**src/rtl/shift_sequencer_if.sv**
```systemverilog
// Request/response bundle for the iterative shift unit: start/op/operand in, busy/done/result out.
interface shift_sequencer_if #(
  parameter int WIDTH = 32,
  parameter int SW    = 5
);
  logic             start;
  logic [1:0]       op;
  logic [WIDTH-1:0] data_in;
  logic [SW-1:0]    shamt;
  logic             busy;
  logic             done;
  logic [WIDTH-1:0] result;

  modport master (
    output start, op, data_in, shamt,
    input  busy, done, result
  );

  modport slave (
    input  start, op, data_in, shamt,
    output busy, done, result
  );
endinterface

```
**src/rtl/shift_sequencer.sv**
```systemverilog
// Multi-cycle 32-bit shifter (SRL/SRA/SLL/ROR): one 1-bit step per clock,
// done pulses shamt+1 cycles after the start edge.
module shift_sequencer #(
  parameter int WIDTH = 32,
  parameter int SW    = 5
) (
  input  logic              clk,
  input  logic              rst_n,
  shift_sequencer_if.slave  bus
);

  typedef enum logic {
    IDLE  = 1'b0,
    SHIFT = 1'b1
  } state_e;

  typedef enum logic [1:0] {
    OP_SRL = 2'b00,
    OP_SRA = 2'b01,
    OP_SLL = 2'b10,
    OP_ROR = 2'b11
  } op_e;

  state_e           r_state, w_state_nxt;
  logic [WIDTH-1:0] r_data, w_data_nxt;
  logic [SW-1:0]    r_cnt, w_cnt_nxt;
  op_e              r_op, w_op_nxt;
  logic [WIDTH-1:0] r_result, w_result_nxt;
  logic             r_done, w_done_nxt;
  logic [WIDTH-1:0] w_step;

  // Single 1-bit step of the captured operand under the captured op.
  always_comb begin
    w_step = r_data;
    unique case (r_op)
      OP_SRL: w_step = {1'b0, r_data[WIDTH-1:1]};
      OP_SRA: w_step = {r_data[WIDTH-1], r_data[WIDTH-1:1]};
      OP_SLL: w_step = {r_data[WIDTH-2:0], 1'b0};
      OP_ROR: w_step = {r_data[0], r_data[WIDTH-1:1]};
      default: w_step = r_data;
    endcase
  end

  always_comb begin
    w_state_nxt  = r_state;
    w_data_nxt   = r_data;
    w_cnt_nxt    = r_cnt;
    w_op_nxt     = r_op;
    w_result_nxt = r_result;
    w_done_nxt   = 1'b0;
    unique case (r_state)
      IDLE: begin
        if (bus.start) begin
          w_data_nxt  = bus.data_in;
          w_cnt_nxt   = bus.shamt;
          w_op_nxt    = op_e'(bus.op);
          w_state_nxt = SHIFT;
        end
      end
      SHIFT: begin
        if (r_cnt != '0) begin
          w_data_nxt = w_step;
          w_cnt_nxt  = r_cnt - SW'(1);
        end else begin
          w_result_nxt = r_data;
          w_done_nxt   = 1'b1;
          w_state_nxt  = IDLE;
        end
      end
      default: w_state_nxt = IDLE;
    endcase
  end

  always_ff @(posedge clk or negedge rst_n) begin
    if (!rst_n) begin
      r_state  <= IDLE;
      r_data   <= '0;
      r_cnt    <= '0;
      r_op     <= OP_SRL;
      r_result <= '0;
      r_done   <= 1'b0;
    end else begin
      r_state  <= w_state_nxt;
      r_data   <= w_data_nxt;
      r_cnt    <= w_cnt_nxt;
      r_op     <= w_op_nxt;
      r_result <= w_result_nxt;
      r_done   <= w_done_nxt;
    end
  end

  assign bus.busy   = (r_state == SHIFT);
  assign bus.done   = r_done;
  assign bus.result = r_result;

endmodule

```
**src/flat_wrapper.sv**
```systemverilog
// flat-port wrapper written by rule: the top's interface ports become plain ports
module shift_sequencer_flat 
#(
  parameter int WIDTH = 32,
  parameter int SW    = 5
)
  (clk, rst_n, bus_start, bus_op, bus_data_in, bus_shamt, bus_busy, bus_done, bus_result);
  shift_sequencer_if #(.WIDTH(WIDTH), .SW(SW)) bus_i ();
  input  logic clk;
  input  logic rst_n;
  input wire logic [$bits(bus_i.start)-1:0] bus_start;
  input wire logic [$bits(bus_i.op)-1:0] bus_op;
  input wire logic [$bits(bus_i.data_in)-1:0] bus_data_in;
  input wire logic [$bits(bus_i.shamt)-1:0] bus_shamt;
  output wire logic [$bits(bus_i.busy)-1:0] bus_busy;
  output wire logic [$bits(bus_i.done)-1:0] bus_done;
  output wire logic [$bits(bus_i.result)-1:0] bus_result;
  assign bus_i.start = bus_start;
  assign bus_i.op = bus_op;
  assign bus_i.data_in = bus_data_in;
  assign bus_i.shamt = bus_shamt;
  assign bus_busy = bus_i.busy;
  assign bus_done = bus_i.done;
  assign bus_result = bus_i.result;
  shift_sequencer #(.WIDTH(WIDTH), .SW(SW)) u_core (.clk(clk), .rst_n(rst_n), .bus(bus_i));
endmodule
```
**config.mk**
```make
export PLATFORM = sky130hd
export DESIGN_NAME = shift_sequencer_flat
export DESIGN_NICKNAME = d
export VERILOG_FILES = /design/src/rtl/shift_sequencer_if.sv /design/src/rtl/shift_sequencer.sv /design/src/flat_wrapper.sv
export SDC_FILE = /design/constraint.sdc
export NUM_CORES = 1
export LEC_CHECK = 0
export BUFFER_PORTS_ARGS = -buffer_cell sky130_fd_sc_hd__buf_2
export CAP_MARGIN = 20
export CORE_MARGIN = 2
export CORE_UTILIZATION = 40
export DETAILED_ROUTE_END_ITERATION = 8
export PLACE_DENSITY = 0.73
export SYNTH_ARGS = -nofsm -noshare
export SYNTH_HDL_FRONTEND = slang
export SYNTH_SLANG_ARGS = --single-unit
```
**constraint.sdc**
```tcl
create_clock -name clk -period 2.72 [get_ports clk]
set_clock_uncertainty 0.2 [all_clocks]
set_input_delay 0.272 -clock clk [delete_from_list [all_inputs] [get_ports clk]]
set_output_delay 0.272 -clock clk [all_outputs]
set_load 0.03 [all_outputs]
```
==> key figures, run 1 <==
Yosys
  – Main synth FF type: dfrtp_1
  – Netlist cell types: 32
  – EDFF count, synth: 0
  – Synth top cells by count: dfrtp_1 (73), o21ai_1 (60), nand2_1 (41)
  – Top-count cell post-synth: dfrtp_1
  – Seq/Total Area, Yosys: between 50% and 60%
  – Mapped Avg Cell Area: between 10 and 15 µm²
  – Synth top area share: a little over half
  – Yosys warning count: 0
  – Synthesized area: around 3500 µm²
  – Post-synth ARST share: between 90% and 100%
  – Syn_nets: ~370
  – Syn Inst Count: 330
  – Ranking of synthesized cells by area: dfrtp_1 (52%), mux2i_1 (9.1%), o21ai_1 (8.6%)
  – Area leader, netlist: dfrtp_1
  – Seq cells post-synth: 73

Worst setup path
  – Crit path launch type: flop
  – Setup CP Type: reg -> reg
  – RR Endpoint: u_core.r_data[20]
  – FF-to-FF setup slack: 0.42 ns
  – Critical Path RT: around 2.7 ns
  – Crit path max fanout: 16
  – RR Startpoint: u_core.r_cnt[0]
  – CP arrival: 2.30 ns
  – R2R cell count: 6
  – Crit end category: flop

Layout
  – # diodes: 0
  – Layout area overhead: 28.27%
  – Fin nets: roughly 480
  – Layout Cells excl Fill: 547
  – Share of cells above drive strength 1: a little over a quarter

Route
  – Vias per inst: slightly above 5
  – Iteration count of the initial detailed-routing pass: 4
  – Initial drt markers: roughly 190
  – Antenna Nets Post-Route: 0
  – Wirelength per Cell: between 10 and 15 µm
  – DR DRC count: 0
  – Routed vias: between 2000 and 3000
  – Routed WL: 8098 µm

Worst hold path
  – Min-Delay Endpoint: u_core.r_cnt[4]
  – Hold-critical path depth: 3
  – Min-Delay Path Class: in -> reg
  – Min-delay src: bus_shamt[4]

Place
  – Routability Congestion: roughly 0.8
  – Hpwl dp: around 5600 µm
  – IO buf count: 75
  – Worst setup slack after placement: around 0.46 ns
  – Dpl cells: a little under 500

GRT
  – Largest net degree at the start of global routing: between 70 and 80
  – Vias in the first global route: 2869
  – Total gr overflow: 0
  – Initial antenna violation count: 0
  – First-pass GRT wire length: roughly 14000 µm
  – Global Route Usage Sum: between 15 and 20%

Clock tree
  – H-tree depth: 3
  – Clock-pin slew of the registers on the worst-case setup and hold paths: 0.07 ns
  – Worst skew pair latency: 0.34 ns
  – CTS tree: built
  – Cts bufs inserted: 9
  – Post-cts sizing count: 0
  – CTS Root Buffer Type: clkbuf_8
  – Clock Path Buffers: 2
  – Clock Sinks: 73

STA
  – Slack of the critical path: about 0.42 ns
  – Fin crit share: 84.40%
  – Hold Slack: between 0.03 and 0.04 ns
  – Relative slew margins: between 30% and 40%
  – Final hold vios: 0
  – Pin slew with the least headroom to its limit: just over 0.9 ns
  – Final setup violation count: 0
  – Max Slew Vio Count: 0
  – Max Fclk: around 0.44 GHz
  – RSZ-0062 raised after global routing: false
  – Tmin final: 2.296 ns
  – Setup TNS Final: 0 ns

Pwr
  – Leakage dissipation: between 2 and 2.5 nW
  – VDD IR max: between 0.4 and 0.5 mV
  – PwrDens: 1205 nW/µm²

Floorplanning
  – Row cnt: 34
  – CORE AREA: about 8600 µm²
  – Starting Density: 40.80%
  – Die width: 97.62 µm
  – Die area: 9530 µm²
  – DIE HEIGHT: 97.62 µm
  – I/O pins: 76

Run status
  – Outcome: finished clean

Flow run
  – Maxcap violations: 0
## registers in the layout (all words and copies together) (netlist names)
| signal | flops |
|---|---|
| u_core.bus.result | 32 |
| u_core.r_op | 2 |
| u_core.r_data | 32 |
| u_core.r_cnt | 5 |
| u_core.bus.done | 1 |
| u_core.bus.busy | 1 |
## power by group
part	leakage [nW]	total (mW)	switching (mW)	internal, mW
logic	1.05	2.60	1.58	1.02
registers	0.914	1.97	0.370	1.60
clock network	0.109	0.856	0.386	0.470
## worst max-delay path: stages, from the launching register on
cell and delay, ns:
dfrtp_1 0.35, inv_1 0.07, ha_1 0.22, nor4b_4 0.16, o21ai_2 0.62, buf_4 0.37
o221ai_1 0.15
## timing repair
item	4_1_cts	5_1_grt
buffers inserted	0	0
hold buffers	34	0
endpoints found under the setup margin	0	0
endpoints found under the hold margin	106	0
## worst max-delay path by stage
stage,start,endpoint,cells past startpoint
global placement,u_core.r_cnt[0],u_core.r_data[18],6
floorplan,u_core.r_cnt[0],u_core.r_data[26],7
CTS,u_core.r_cnt[0],u_core.r_data[20],6
global route,u_core.r_cnt[0],u_core.r_data[20],6
detailed placement,u_core.r_cnt[0],u_core.r_data[20],6
finish,u_core.r_cnt[0],u_core.r_data[20],6
## through the flow
stage	util, %	area [µm²]	total power, mW
5_1_grt	52.33	4497	5.811
3_3_place_gp	45.98	3951	4.471
2_1_floorplan	-	3506	3.929
6_report	52.33	4497	5.419
3_5_place_dp	45.98	3951	4.563
4_1_cts	52.33	4497	5.463
## placed cells by master (no fill, tap or decap), drive strengths merged
cell type / instances
a211oi: 4
a21oi: 1
a221oi: 1
a31oi: 3
buf: 85
bufinv: 1
clkbuf: 11
clkinv: 4
dfrtp: 73
dlygate4sd3: 34
ha: 1
inv: 35
mux2: 3
mux2i: 32
nand2: 42
nand2b: 2
nor2: 1
nor2b: 4
nor4b: 2
o211ai: 1
o21a: 1
o21ai: 62
o221ai: 30
o311ai: 1
o31ai: 1
o32ai: 1
or3: 2
or4b: 1
## area by class of cell
| cell class | count | area (µm²) |
|---|---|---|
| Clock buffer | 11 | 151.4 |
| Fill cell | 807 | 4096 |
| Multi-Input combinational cell | 196 | 1393 |
| Sequential cell | 73 | 1827 |
| Clock inverter | 5 | 53.80 |
| Tap cell | 108 | 135.1 |
| Timing Repair Buffer | 119 | 805.8 |
| Inverter | 35 | 131.4 |
## layer usage
metal	global-route usage (%)	vias up	wire, µm
met5	0	-	0
met3	4.173	18	353
met1	22.93	1355	3648
li1	-	1386	-
met2	28.01	70	3894
met4	8.654	0	201
## cell families after synthesis
family | Yosys count | synth area share, %
muxes | 35 | 10.10
AOI/OAI and AO/OA | 106 | 21.16
adders and majority gates | 1 | 0.3568
DFF | 73 | 52.11
buffers and inverters | 61 | 8.565
and+or+nand+nor | 54 | 7.709
(Power assumes the default switching activity.)
==> run 2, diff against run 1 <==
--- a/config.mk
+++ b/config.mk
@@ -10,7 +10,7 @@
 export CORE_MARGIN = 2
 export CORE_UTILIZATION = 40
 export DETAILED_ROUTE_END_ITERATION = 8
-export PLACE_DENSITY = 0.73
+export PLACE_DENSITY = 0.75
 export SYNTH_ARGS = -nofsm -noshare
 export SYNTH_HDL_FRONTEND = slang
 export SYNTH_SLANG_ARGS = --single-unit
==> constraint.sdc (replaced) <==
create_clock -name clk -period 2.1 [get_ports clk]
set_clock_uncertainty 0.2 [all_clocks]
set_input_delay 0.21 -clock clk [delete_from_list [all_inputs] [get_ports clk]]
set_output_delay 0.21 -clock clk [all_outputs]
set_load 0.03 [all_outputs]
==> key figures, run 2 (same netlist as run 1, synthesis figures left out) <==
Run status
  – Outcome: finished clean

Worst hold path
  – Min-Delay Path Class: in -> reg

GRT
  – Vias in the first global route: 3016 (+5.1%)
  – First-pass GRT wire length: 14580 µm (+7.2%)
  – Global Route Usage Sum: 19.10% (+1.4 points)
  – Initial antenna violation count: 0 (unchanged)
  – Total gr overflow: 0 (unchanged)
  – Largest net degree at the start of global routing: 33 (-55%)

Floorplanning
  – Die area: 9530 µm² (unchanged)
  – Row cnt: 34 (unchanged)
  – CORE AREA: 8593 µm² (unchanged)
  – Starting Density: 40.80% (unchanged)
  – DIE HEIGHT: 97.62 µm (unchanged)
  – Die width: 97.62 µm (unchanged)
  – I/O pins: 76 (unchanged)

Place
  – Routability Congestion: 0.8112 (+3.2%)
  – IO buf count: 75 (unchanged)
  – Hpwl dp: 5920 µm (+6.2%)

Clock tree
  – Clock-pin slew of the registers on the worst-case setup and hold paths: 0.08 ns (about the same)
  – Clock Sinks: 73 (unchanged)
  – CTS Root Buffer Type: clkbuf_8
  – Cts bufs inserted: 9 (unchanged)
  – Clock Path Buffers: 2 (unchanged)
  – CTS tree: built
  – H-tree depth: 3 (unchanged)
  – Worst skew pair latency: 0.36 ns (+0.02 ns)

Route
  – Vias per inst: 5.215 (+0.84%)
  – Metal-1 WL: 3856 µm (+5.7%)
  – Routed wl met3: 349 µm (-1.1%)
  – Routed vias: 2931 (+3.6%)
  – Iteration count of the initial detailed-routing pass: 4 (unchanged)
  – DR DRC count: 0 (unchanged)
  – Top Metal Used: met4
  – DR WL met2: 4221 µm (+8.4%)
  – Wirelength per Cell: 15.47 µm (+4.5%)
  – Routed WL: 8694 µm (+7.4%)
  – Initial drt markers: 105 (-44%)
  – Antenna Nets Post-Route: 0 (unchanged)

Layout
  – FF+latch area: 1827 µm² (unchanged)
  – Most frequent cells in the layout: buf_2 (75), dfrtp_1 (73), o21ai_1 (59), nand2_1 (41), dlygate4sd3_1 (39)
  – Fillcell total: 768 (-4.8%)
  – # diodes: 0 (unchanged)
  – Layout area overhead: 33.26%
  – Fin nets: 492 (+3.1%)
  – Share of cells above drive strength 1: 29.07% (+1.7 points)
  – Most common cell after layout, fill and taps aside: buf_2
  – Area of the multi-input gates: 1430 µm² (+2.7%)

Pwr
  – VDD IR max: 0.5130 mV (+4.3%)
  – Sw Share: 43.89% (+0.76 points)
  – Clock share of power: 16.1% (+0.3 points)
  – Leakage dissipation: 2.153 nW (+3.9%)
  – Combinational power share: 48.5% (+0.6 points)
  – Register share of total power: 35.5% (-0.8 points)
  – PwrDens: 1551 nW/µm² (+29%)
  – Total power draw: 7.247 mW (+34%)
  – P_int: 4.066 mW (+32%)
  – Switch Pwr: 3.181 mW (+36%)

STA
  – Relative slew margins: 62.00% (+23 points)
  – Setup TNS Final: 0 ns (unchanged)
  – Max Fclk: 0.4949 GHz (+14%)
  – Final setup violation count: 0 (unchanged)
  – Max Slew Vio Count: 0 (unchanged)
  – Fin crit share: 96.22% (+12 points)
  – Tmin final: 2.021 ns (-0.2752 ns)
  – Pin slew with the least headroom to its limit: 0.5700 ns (-0.3427 ns)
  – Final hold vios: 0 (unchanged)

Worst setup path
  – CP arrival: 2.04 ns (-0.26 ns)
  – Critical Path RT: 2.12 ns (-0.60 ns)
  – Setup CP Type: reg -> reg
  – Crit path launch type: flop
  – Crit end category: flop
  – Crit path max fanout: 29 (+13)

Flow run
  – Maxcap violations: 0 (unchanged)
run 2: changes by cell type in the layout (fill, tap and decap cells not counted), moves of 2 or more:
cell	delta
buf_4	+5
dlygate4sd3_1	+5
clkinv_2	-3
inv_6	+3
buf_12	+2
run 2: worst max-delay path, cell delays in order (launching register included):
cell and delay [ns]:
dfrtp_1 0.40, inv_1 0.10, ha_2 0.19, or4b_4 0.49
buf_12 0.19, a211oi_1 0.24, a211oi_1 0.08
run 2: layout make-up:
type | count | share of cell area, %
inverters | 35 | 2.812
well taps | 108 | 2.892
multi-input cells | 198 | 30.61
clock inverters | 6 | 1.553
repair buffers | 132 | 20.09
clock buffers | 10 | 2.946
flip-flops and latches | 73 | 39.10
run 2: final timing paths:
kind	startpoint	slack, ns	depth (start not counted)	endpoint
max in group asynchronous	rst_n	0.95	3	u_core.bus.result[22]
worst max register to register	u_core.r_cnt[1]	0.08	6	u_core.r_cnt[3]
min in group asynchronous	rst_n	0.17	2	u_core.bus.result[11]
worst max-delay path	u_core.r_cnt[1]	0.08	6	u_core.r_cnt[3]
worst min register to register	u_core.bus.result[7]	0.29	2	u_core.bus.result[7]
worst min-delay path	bus_shamt[1]	0.04	4	u_core.r_cnt[1]
run 2: layer usage:
| layer | vias to the layer above | global-route usage [%] |
|---|---|---|
| met4 | 0 | 9.402 |
| met3 | 23 | 3.525 |
| met5 | - | 0 |
| met1 | 1411 | 24.66 |
| met2 | 78 | 30.93 |
| li1 | 1419 | - |
run 2: power by group through the flow:
stage | clock [mW] | combinational, mW | sequential, mW
6_report | 1.16 | 3.51 | 2.57
5_1_grt | 1.25 | 3.85 | 2.66
4_1_cts | 1.19 | 3.51 | 2.56
3_5_place_dp | 0 | 3.40 | 2.57
3_3_place_gp | 0 | 3.30 | 2.54
2_1_floorplan | 0 | 2.12 | 2.97
run 2: timing repair:
action,4_1_cts,5_1_grt
setup buffers,0,2
endpoints found under the hold margin,59,0
hold buffers,39,0
gates cloned,1,1
endpoints found under the setup margin,19,67
gates resized for setup,1,2
run 2: per-stage QoR:
step	worst slack (ns)	area [µm²]	util, %	hold WS [ns]	std cells
final	0.07942	4672	54.37	0.03829	562
after global routing	-0.02708	4672	54.37	0.05304	562
after CTS	0.01055	4639	53.99	0.03033	559
after detailed placement	-0.05496	4019	46.77	0.02892	503
after global placement	0.06857	4019	46.77	0.02139	503
after floorplan	0.2632	3506	-	-0.2856	330
